<file path="src/rtl/fifo_sram_ctrl.sv">
`default_nettype none
// ============================================================================
// Module   : fifo_sram_ctrl
// Brief    : Single-clock FIFO controller for a dual-port SRAM.
//            Port1 is used for pushes and port2 for pops.
// Revision : 1.0 - initial release
// ============================================================================
module fifo_sram_ctrl #(
  parameter int A_LENGTH = 3,
  parameter int D_LENGTH = 8,
  parameter int DEPTH    = 8,
  parameter int AF_LEVEL = 6
) (
  input  logic                clk,
  input  logic                rst_n,
  input  logic                push,
  input  logic [D_LENGTH-1:0] wr_data,
  input  logic                pop,
  output logic                full,
  output logic                almost_full,
  output logic                empty,
  output logic [A_LENGTH:0]   count,
  output logic                rd_valid,
  output logic [D_LENGTH-1:0] rd_data,
  output logic                overflow,
  output logic                underflow,
  output logic                sram_en_p1,
  output logic                sram_ctrl_p1,
  output logic [A_LENGTH-1:0] sram_addr_p1,
  output logic [D_LENGTH-1:0] sram_wdata_p1,
  output logic                sram_en_p2,
  output logic                sram_ctrl_p2,
  output logic [A_LENGTH-1:0] sram_addr_p2,
  input  logic [D_LENGTH-1:0] sram_rdata_p2
);

  localparam int                  c_PTR_W    = A_LENGTH + 1;
  localparam logic [A_LENGTH-1:0] c_PARK_XOR = A_LENGTH'(1);

  generate
    if (DEPTH != (1 << A_LENGTH)) begin : g_depth_check
      $error("DEPTH must equal 2**A_LENGTH");
    end
  endgenerate

  logic [c_PTR_W-1:0] r_wr_ptr;
  logic [c_PTR_W-1:0] r_rd_ptr;
  logic [c_PTR_W-1:0] r_count;
  logic               r_rd_valid;
  logic               r_overflow;
  logic               r_underflow;

  logic               w_full;
  logic               w_empty;
  logic               w_wr_acc;
  logic               w_rd_acc;

  // Flags come from registered pointers only, so push/pop never reach them.
  assign w_empty = (r_wr_ptr == r_rd_ptr);
  assign w_full  = (r_wr_ptr[A_LENGTH-1:0] == r_rd_ptr[A_LENGTH-1:0]) &&
                   (r_wr_ptr[A_LENGTH] != r_rd_ptr[A_LENGTH]);

  assign w_wr_acc = push & ~w_full;
  assign w_rd_acc = pop & ~w_empty;

  // An idle read port is parked one word away from the read pointer; when empty
  // the write pointer sits on that word, and the SRAM would drop a write on an
  // address match.
  assign sram_en_p1    = w_wr_acc;
  assign sram_ctrl_p1  = 1'b1;
  assign sram_addr_p1  = r_wr_ptr[A_LENGTH-1:0];
  assign sram_wdata_p1 = wr_data;
  assign sram_en_p2    = w_rd_acc;
  assign sram_ctrl_p2  = 1'b0;
  assign sram_addr_p2  = w_rd_acc ? r_rd_ptr[A_LENGTH-1:0]
                                  : (r_rd_ptr[A_LENGTH-1:0] ^ c_PARK_XOR);

  always_ff @(posedge clk or negedge rst_n) begin
    if (!rst_n) begin
      r_wr_ptr    <= '0;
      r_rd_ptr    <= '0;
      r_count     <= '0;
      r_rd_valid  <= 1'b0;
      r_overflow  <= 1'b0;
      r_underflow <= 1'b0;
    end else begin
      if (w_wr_acc) r_wr_ptr <= r_wr_ptr + c_PTR_W'(1);
      if (w_rd_acc) r_rd_ptr <= r_rd_ptr + c_PTR_W'(1);
      case ({w_wr_acc, w_rd_acc})
        2'b10:   r_count <= r_count + c_PTR_W'(1);
        2'b01:   r_count <= r_count - c_PTR_W'(1);
        default: r_count <= r_count;
      endcase
      r_rd_valid  <= w_rd_acc;
      r_overflow  <= push & w_full;
      r_underflow <= pop & w_empty;
    end
  end

  assign full        = w_full;
  assign empty       = w_empty;
  assign count       = r_count;
  assign almost_full = (r_count >= c_PTR_W'(AF_LEVEL));
  assign rd_valid    = r_rd_valid;
  assign rd_data     = sram_rdata_p2;
  assign overflow    = r_overflow;
  assign underflow   = r_underflow;

endmodule
`default_nettype wire

</file>
<file path="config.mk">
export PLATFORM = sky130hd
export DESIGN_NAME = fifo_sram_ctrl
export DESIGN_NICKNAME = d
export VERILOG_FILES = /design/src/rtl/fifo_sram_ctrl.sv
export SDC_FILE = /design/constraint.sdc
export NUM_CORES = 1
export LEC_CHECK = 0
export ABC_AREA = 1
export CORE_MARGIN = 4
export CORE_UTILIZATION = 61
export CTS_CLUSTER_SIZE = 10
export DETAILED_ROUTE_END_ITERATION = 7
export DONT_BUFFER_PORTS = 1
export HOLD_SLACK_MARGIN = 0.15
export PLACE_DENSITY = 0.76
export SYNTH_ARGS = -nofsm -noshare
export SYNTH_HDL_FRONTEND = slang
export SYNTH_SLANG_ARGS = --single-unit
</file>
<file path="constraint.sdc">
create_clock -name clk -period 3.05 [get_ports clk]
set_input_delay 0.61 -clock clk [delete_from_list [all_inputs] [get_ports clk]]
set_output_delay 0.61 -clock clk [all_outputs]
set_load 0.01 [all_outputs]
</file>
==> impl_metrics.yaml, run 1 <==
floorplan:
  die_h_um: 50.5
  rows: 15
  coreArea_mm2: 0.00173
  initial_core_util_pct: 63.9
  ioPinCount: 56
  die_w_um: 50.5
  die-area_mm2: 0.00255
global_route:
  grt_pass1_wl_mm: 3.13
  track_usage_pct: 16.5
  overflow: 0
  antenna_found_initial: 0
  first_global_vias: 657
  grt_max_degree: 16
sta:
  hold_viol: 0
  rsz0062_at_grt: "no"
  max_freq_ghz: 0.405
  slew_headroom_pct: 53.4
  min_period_ns: 2.47
  finalSetupViolations: 0
  finalClockSkew_ns: 0.00119
  fin_crit_sh_pct: 81.0
  tightestPinTransition_ns: 0.697
  final.setup.tns_ns: 0
  maxSlewViolCount: 0
  whs_ns: 0.410
cts:
  post_cts_resized: 0
  clkSlewWorstSetupHoldPaths_ns: 0.10
  numCtsBuffers: 3
  insertion_delay_ns: 0.29
  clockRootBuffer: "clkbuf_4"
  cts_setup_buffers: 0
  cts_tree: "done"
  htree_levels: 1
  clkSinkCount: 15
  clk_path_buf_depth: 2
worst_setup_path:
  path_max_fanout: 8
  cp.required_ns: 3.29
  cp-start-kind: "flip-flop"
  critPathArrivalTime_ns: 2.71
  criticalPathCategory: "flip-flop to flip-flop"
  end_kind: "flip-flop"
job:
  drv_cap: 0
detailed_routing:
  drt_iter0_drc: 10
  drc: 0
  wirelength_mm: 1.95
  routed-via-count: 721
  firstDrtPassIters: 4
  detail-route-antenna-nets: 0
  vias_per_cell: 5.04
  wl_per_cell_um: 13.6
layout:
  diodes: 0
  area_growth_syn_to_layout_pct: -9.18
  nets: 145
  drive_above_1_share_pct: 12.7
logic_synthesis:
  synthArstFlopShare_pct: 100
  synth.cell_area_mm2: 0.00110
  ys.flop_type: "dfrtp_1"
  synth_common_cells: "nand2_1, buf_4, inv_1"
  syn_avg_cell_area_um2: 8.11
  yosysTopAreaCellShare_pct: 34.0
  synth-edff-count: 0
  yosys-top-cells-area: "dfrtp_1, buf_4, nand2_1"
  synth_warnings: 0
  synth.distinct_cells: 20
  synth-seq-cells: 15
  yosysTopAreaCell: "dfrtp_1"
  synth_most_common_cell: "nand2_1"
  ys_seq_area_share_pct: 34.0
  syn_inst: 136
  syn_nets: 162
outcome:
  outcome: "complete, no violations"
power_and_ir_drop:
  p_sw_share_pct: 50.7
  clockPowerShare_pct: 10.7
  netSwitchingPower_uw: 581
  peakVddDrop_mv: 0.447
  powerDensity_mw_per_mm2: 1140
  power.share.combinational_pct: 50.9
  power_frac_seq_pct: 38.4
  p_int_uw: 564
  leakage_nw: 0.568
place:
  io_buffer_count: 0
  hpwl_mm: 1.53
  gp_congestion: 0.773
worst_hold_path:
  hp-class: "input pin to flip-flop"
==> per-stage QoR <==
stage	utilization (%)	worst slack [ns]	cells	area [µm²]	total power, mW
global route	58.0	0.395	143	1000	1.26
floorplan	-	0.889	136	1100	0.973
detailed placement	55.7	0.592	138	962	1.03
CTS	58.0	0.562	143	1000	1.16
global placement	55.7	0.702	138	962	0.992
finish	58.0	0.579	143	1000	1.14
==> layout make-up <==
| class | instances | area [µm²] |
|---|---|---|
| Multi-Input combinational cell | 78 | 480 |
| Timing Repair Buffer | 1 | 10.0 |
| Fill cell | 160 | 724 |
| Inverter | 20 | 75.1 |
| Tap cell | 25 | 31.3 |
| Clock buffer | 3 | 22.5 |
| Clock inverter | 1 | 7.51 |
| Sequential cell | 15 | 375 |
==> worst max-delay path, stage by stage, from the launching register on <==
cell	delay (ns)
dfrtp_1	0.50
inv_1	0.10
nand2_1	0.08
nand2_2	0.09
a21oi_4	0.13
nand2_4	0.10
nand2_4	0.10
inv_1	0.11
ha_1	0.26
ha_1	0.32
or2_2	0.28
nand2_1	0.09
xor2_1	0.15
nand2_1	0.06
nand2_1	0.05
==> per-layer routing <==
| metal | up-vias | track usage, % | share of wire (%) |
|---|---|---|---|
| li1 | 352 | - | - |
| met1 | 330 | 19.4 | 43 |
| met2 | 35 | 25.0 | 44 |
| met3 | 4 | 7.12 | 11 |
| met4 | 0 | 9.42 | 2.1 |
| met5 | - | 0 | 0 |
==> timing repair <==
item,in CTS,in global routing
hold buffers,1,0
endpoints found under the setup margin,0,0
hold endpoints to repair,15,0
==> cell families (layout without fill, tap and decap cells) <==
family | after synthesis | in the layout | synth area share (%)
AO/OA/AOI/OAI | 4 | 4 | 3.06
AND/OR/NAND/NOR | 58 | 58 | 26.0
adder cells (fa/ha/maj) | 6 | 6 | 7.48
flip-flops | 15 | 15 | 34.0
other | 2 | 2 | 0.681
buffers and inverters | 43 | 25 | 22.4
XOR/XNOR | 8 | 8 | 6.35
==> power by group through the flow <==
| stage | Combinational (mW) | Clock, mW | Sequential, mW |
|---|---|---|---|
| global route | 0.664 | 0.136 | 0.456 |
| detailed placement | 0.584 | 0 | 0.445 |
| global placement | 0.549 | 0 | 0.443 |
| floorplan | 0.580 | 0 | 0.393 |
| CTS | 0.593 | 0.124 | 0.441 |
| finish | 0.583 | 0.122 | 0.440 |
==> path summary, 6_finish.rpt <==
kind                              from           to  slack, ns  cells after the start
max                        r_wr_ptr[0]     count[3]       0.58                     14
min                               push     overflow       0.41                      2
max reg2reg                r_wr_ptr[0]     count[3]       0.58                     14
min reg2reg                r_rd_ptr[3]  r_rd_ptr[3]       0.51                      2
max in group asynchronous        rst_n  r_rd_ptr[2]       1.81                      1
min in group asynchronous        rst_n  r_wr_ptr[0]       0.80                      1
==> state kept, by name, indices dropped and copies added (netlist names) <==
| register | count |
|---|---|
| count | 4 |
| overflow | 1 |
| r_rd_ptr | 4 |
| r_wr_ptr | 4 |
| rd_valid | 1 |
| underflow | 1 |
==> placed cells by master, fill, tap and decap left out <==
cell type and count:
clkinvlp_4 1, nand2_1 36, clkbuf_4 3, fa_1 1, o21ai_0 2, inv_2 2
or2_2 1, nand4_4 1, xnor2_1 2, a21oi_4 1, dlygate4sd3_1 1, inv_1 18
conb_1 2, dfrtp_1 15, nand3_1 11, nor2_1 3, nor2_4 1, nand2_2 2
a21o_1 1, xor2_1 6, nand2_4 3, ha_1 5
Note: power is estimated with default switching activity, not from simulation.
==> run 2, diff against run 1 <==
clock period = 2.4 ns   (was 3.05 ns; I/O delays follow)
==> run 2 against run 1 <==
Effect of this change: clock-buffer cell count rose by 1; final cell count up 4.2%; sequential cell count unchanged; critical path depth did not move; non-clock buffer count up 6; clock power rose by 17%; fmax rose by 11%; worst setup slack lost 0.41 ns; die area did not move; register-to-register slack got worse by 0.41 ns; critical path type unchanged; critical endpoint unchanged.
==> impl_metrics.yaml, run 2 (synthesis gave the netlist of run 1 again) <==
job:
  drv_cap: 0
sta:
  setup_slack_ns: 0.169
  max_freq_ghz: 0.448
  slew_headroom_pct: 52.1
  finalClockSkew_ns: 0.00391
  maxSlewViolCount: 0
  whs_ns: 0.289
  finalSetupViolations: 0
  rsz0062_at_grt: "no"
  tightestPinTransition_ns: 0.716
  hold_viol: 0
  fin_crit_sh_pct: 93.0
  final.setup.tns_ns: 0
  min_period_ns: 2.23
layout:
  most-common-layout-cells: "nand2_1, inv_1, dfrtp_1"
  diodes: 0
  design_area_mm2: 0.00106
  fin_cells: 149
  drive_above_1_share_pct: 17.7
  nets: 151
  layout_commonest_cell: "nand2_1"
  area_growth_syn_to_layout_pct: -4.08
  final_util_pct: 61.3
detailed_routing:
  wl_met2_um: 912
  wl_per_cell_um: 13.8
  wl_met1_um: 776
  firstDrtPassIters: 5
  drt_iter0_drc: 22
  detail-route-antenna-nets: 0
  met3WireLength_um: 299
  vias_per_cell: 5.11
  routed-via-count: 762
  drc: 0
  wirelength_mm: 2.05
  routed.top_layer: "met4"
cts:
  clk_path_buf_depth: 2
  clockRootBuffer: "clkbuf_4"
  numCtsBuffers: 3
  cts_tree: "done"
  clkSlewWorstSetupHoldPaths_ns: 0.09
  cts_setup_buffers: 0
  clkSinkCount: 15
  htree_levels: 1
  insertion_delay_ns: 0.28
power_and_ir_drop:
  leakage_nw: 0.597
  peakVddDrop_mv: 0.719
  power_mw: 1.54
  powerDensity_mw_per_mm2: 1450
global_route:
  overflow: 0
  first_global_vias: 667
  track_usage_pct: 16.5
  antenna_found_initial: 0
  grt_max_degree: 16
  grt_pass1_wl_mm: 3.11
place:
  postPlaceCellArea_mm2: 0.00101
  io_buffer_count: 0
  placedCellCount: 144
  hpwl_mm: 1.55
  gp_congestion: 0.817
  place_ws_ns: 0.135
floorplan:
  initial_core_util_pct: 63.9
  die_h_um: 50.5
  ioPinCount: 56
  rows: 15
  die-area_mm2: 0.00255
  die_w_um: 50.5
  coreArea_mm2: 0.00173
worst_setup_path:
  criticalPathCategory: "flip-flop to flip-flop"
  path_max_fanout: 8
  cp-start-kind: "flip-flop"
  end_kind: "flip-flop"
  critPathArrivalTime_ns: 2.46
  cp.required_ns: 2.63
outcome:
  outcome: "complete, no violations"
worst_hold_path:
  hp-class: "input pin to flip-flop"
## run 2: changes by cell type in the layout (fill, tap and decap cells not counted)
cell        delta
clkinvlp_4     -1
ha_4           +1
nand2_1        -1
nand2_2        +1
ha_1           -1
buf_4          +6
clkbuf_1       +1
## run 2: critical path: stages, from the launching register on
cell     delay [ns]
dfrtp_1        0.43
inv_1          0.10
nand2_1        0.08
nand2_2        0.07
a21oi_4        0.13
nand2_4        0.10
nand2_4        0.09
inv_1          0.06
ha_1           0.26
ha_4           0.25
or2_2          0.27
nand2_1        0.08
xor2_1         0.14
nand2_1        0.06
nand2_1        0.05
## run 2: what timing repair did
| item | CTS | global route |
|---|---|---|
| setup endpoints to repair | 0 | 1 |
| endpoints found under the hold margin | 15 | 0 |
| gates resized for setup | 0 | 2 |
| hold buffers | 1 | 0 |
## run 2: worst paths after layout
check,slack (ns),start,depth (start not counted),to
min,0.29,push,2,overflow
max,0.17,r_rd_ptr[0],14,count[3]
min in group asynchronous,0.69,rst_n,1,r_wr_ptr[2]
max in group asynchronous,1.26,rst_n,1,count[0]
max reg2reg,0.17,r_rd_ptr[0],14,count[3]
min reg2reg,0.50,r_rd_ptr[3],2,r_rd_ptr[3]
## run 2: area by class of cell
type | count | area [µm²]
fillers | 162 | 668
multi-input cells | 78 | 495
flip-flops and latches | 15 | 375
inverters | 20 | 75.1
repair buffers | 7 | 55.1
well taps | 25 | 31.3
clock buffers | 4 | 26.3
## run 2: metal layers
layer	GRT usage, %	up-vias
li1	-	360
met1	18.7	338
met2	23.9	58
met3	11.3	6
met4	7.17	0
met5	0	-
## run 2: report_power, final
part,switching [mW],internal (mW)
logic,0.534,0.355
registers,0.136,0.367
clock network,0.0785,0.0645
total,0.749,0.786
==> run 3, diff against run 2 <==
--- a/constraint.sdc
+++ b/constraint.sdc
@@ -3,2 +3,2 @@
 set_output_delay 0.48 -clock clk [all_outputs]
-set_load 0.01 [all_outputs]
+set_load 0.05 [all_outputs]
==> run 3 against run 2 <==
Effect of this change: cell area is 8.4% higher; clock skew shrank 0.0034 ns; worst setup slack better by 0.0047 ns; worst hold slack better by 0.0027 ns; combinational power increased by 61%; total power grew 35%; critical path type unchanged; critical endpoint unchanged.
==> impl_metrics.yaml, run 3 (synthesis gave the netlist of run 1 again) <==
global_route:
  antenna_found_initial: 0
  first_global_vias: 730
  grt_pass1_wl_mm: 3.29
  track_usage_pct: 17.0
  overflow: 0
  grt_max_degree: 16
power_and_ir_drop:
  power_frac_seq_pct: 24.1
  power.share.combinational_pct: 68.7
  power_mw: 2.08
  p_sw_share_pct: 56.9
  netSwitchingPower_mw: 1.18
  powerDensity_mw_per_mm2: 1810
  leakage_nw: 0.645
  p_int_uw: 896
  peakVddDrop_mv: 0.806
  clockPowerShare_pct: 7.2
outcome:
  outcome: "complete, no violations"
floorplan:
  coreArea_mm2: 0.00173
  die-area_mm2: 0.00255
  rows: 15
  die_h_um: 50.5
  initial_core_util_pct: 63.9
  ioPinCount: 56
  die_w_um: 50.5
worst_setup_path:
  slowest_delay_ns: 0.44
  path_max_fanout: 6
  path_common_cell: "nand2_1"
  critPathArrivalTime_ns: 2.46
  critPathTopFamily: "simple AND/OR/NAND/NOR gates"
  cp-start-kind: "flip-flop"
  cp.required_ns: 2.63
  criticalPathCategory: "flip-flop to flip-flop"
  worst_path_max_delay_cell: "dfrtp_2"
  path_cells: "inv_2 -> nand2_1 -> nand2_2 -> a21oi_4 -> nand2_4 -> nand2_4 -> clkinvlp_4 -> ha_4 -> ha_1 -> or2_2 -> nand2_1 -> xor2_1 -> nand2_1 -> nand2_1"
  critical_path_buf_inv_count: 2
  end_kind: "flip-flop"
cts:
  clk_path_buf_depth: 2
  clockRootBuffer: "clkbuf_4"
  clkSlewWorstSetupHoldPaths_ns: 0.09
  numCtsBuffers: 3
  clkSinkCount: 15
  insertion_delay_ns: 0.29
  cts_tree: "done"
  htree_levels: 1
sta:
  hold_viol: 0
  finalClockSkew_ns: 0.000520
  maxSlewViolCount: 0
  min_period_ns: 2.23
  finalSetupViolations: 0
  slew_headroom_pct: 53.4
  max_freq_ghz: 0.449
  tightestPinTransition_ns: 0.697
  fin_crit_sh_pct: 92.8
detailed_routing:
  vias_per_cell: 4.83
  drt_iter0_drc: 9
  detail-route-antenna-nets: 0
  firstDrtPassIters: 4
  wirelength_mm: 2.10
  drc: 0
  wl_per_cell_um: 13.1
  routed-via-count: 772
layout:
  fin_cells: 160
  final_util_pct: 66.4
  layout_commonest_cell: "nand2_1"
  drive_above_1_share_pct: 27.4
  design_area_mm2: 0.00115
  most-common-layout-cells: "nand2_1, buf_4, inv_1"
  area_growth_syn_to_layout_pct: 3.97
  nets: 162
  diodes: 0
worst_hold_path:
  hp-class: "input pin to flip-flop"
job:
  drv_cap: 0
place:
  gp_congestion: 0.835
  io_buffer_count: 0
  hpwl_mm: 1.54
  placedCellCount: 149
  postPlaceCellArea_mm2: 0.00106
run 3: cell type report:
cell class,count,area [µm²]
clock buffers,3,22.5
clock inverters,1,5.00
fillers,151,579
inverters,20,78.8
multi-input cells,78,495
flip-flops and latches,15,377
well taps,25,31.3
repair buffers,18,138
run 3: worst register-to-register path, stage by stage, from the launching register on:
cell and delay, ns:
dfrtp_2 0.44, inv_2 0.06, nand2_1 0.07, nand2_2 0.08, a21oi_4 0.13, nand2_4 0.09
nand2_4 0.11, clkinvlp_4 0.12, ha_4 0.18, ha_1 0.29, or2_2 0.27, nand2_1 0.09
xor2_1 0.14, nand2_1 0.06, nand2_1 0.06
run 3: metrics by stage:
step	TNS, ns	setup WS (ns)	hold WS (ns)
after floorplan	0	0.00769	0.184
after global placement	0	0.165	0.185
after detailed placement	0	0.104	0.185
after CTS	0	0.0801	0.281
after global routing	-0.00174	-0.00174	0.293
final	0	0.174	0.291
run 3: worst paths after layout:
path	startpoint	end	slack [ns]	cells past startpoint
worst max-delay path	r_rd_ptr[0]	count[3]	0.17	14
worst max register to register	r_rd_ptr[0]	count[3]	0.17	14
worst min register to register	count[2]	count[2]	0.50	2
max in group asynchronous	rst_n	r_rd_ptr[0]	1.25	1
min in group asynchronous	rst_n	underflow	0.67	1
worst min-delay path	push	overflow	0.29	2
run 3: repair_timing:
| action | CTS | global route |
|---|---|---|
| endpoints found under the setup margin | 0 | 1 |
| hold buffers | 1 | 0 |
| buffers inserted | 0 | 6 |
| resized for setup | 0 | 3 |
| endpoints found under the hold margin | 15 | 0 |
run 3: routing by layer:
layer	GRT usage, %	vias to the layer above	share of wire [%]
met2	27.4	32	49
met3	6.53	3	9.5
met1	20.2	353	40
met5	0	-	0
li1	-	384	-
met4	7.17	0	1.3
run 3: power by group through the flow:
stage / Combinational [mW] / Clock (mW) / Sequential (mW)
after floorplan: 1.07 / 0 / 0.638
after global routing: 1.58 / 0.165 / 0.517
after detailed placement: 1.35 / 0 / 0.500
final: 1.43 / 0.149 / 0.501
after global placement: 1.33 / 0 / 0.494
after CTS: 1.37 / 0.156 / 0.495
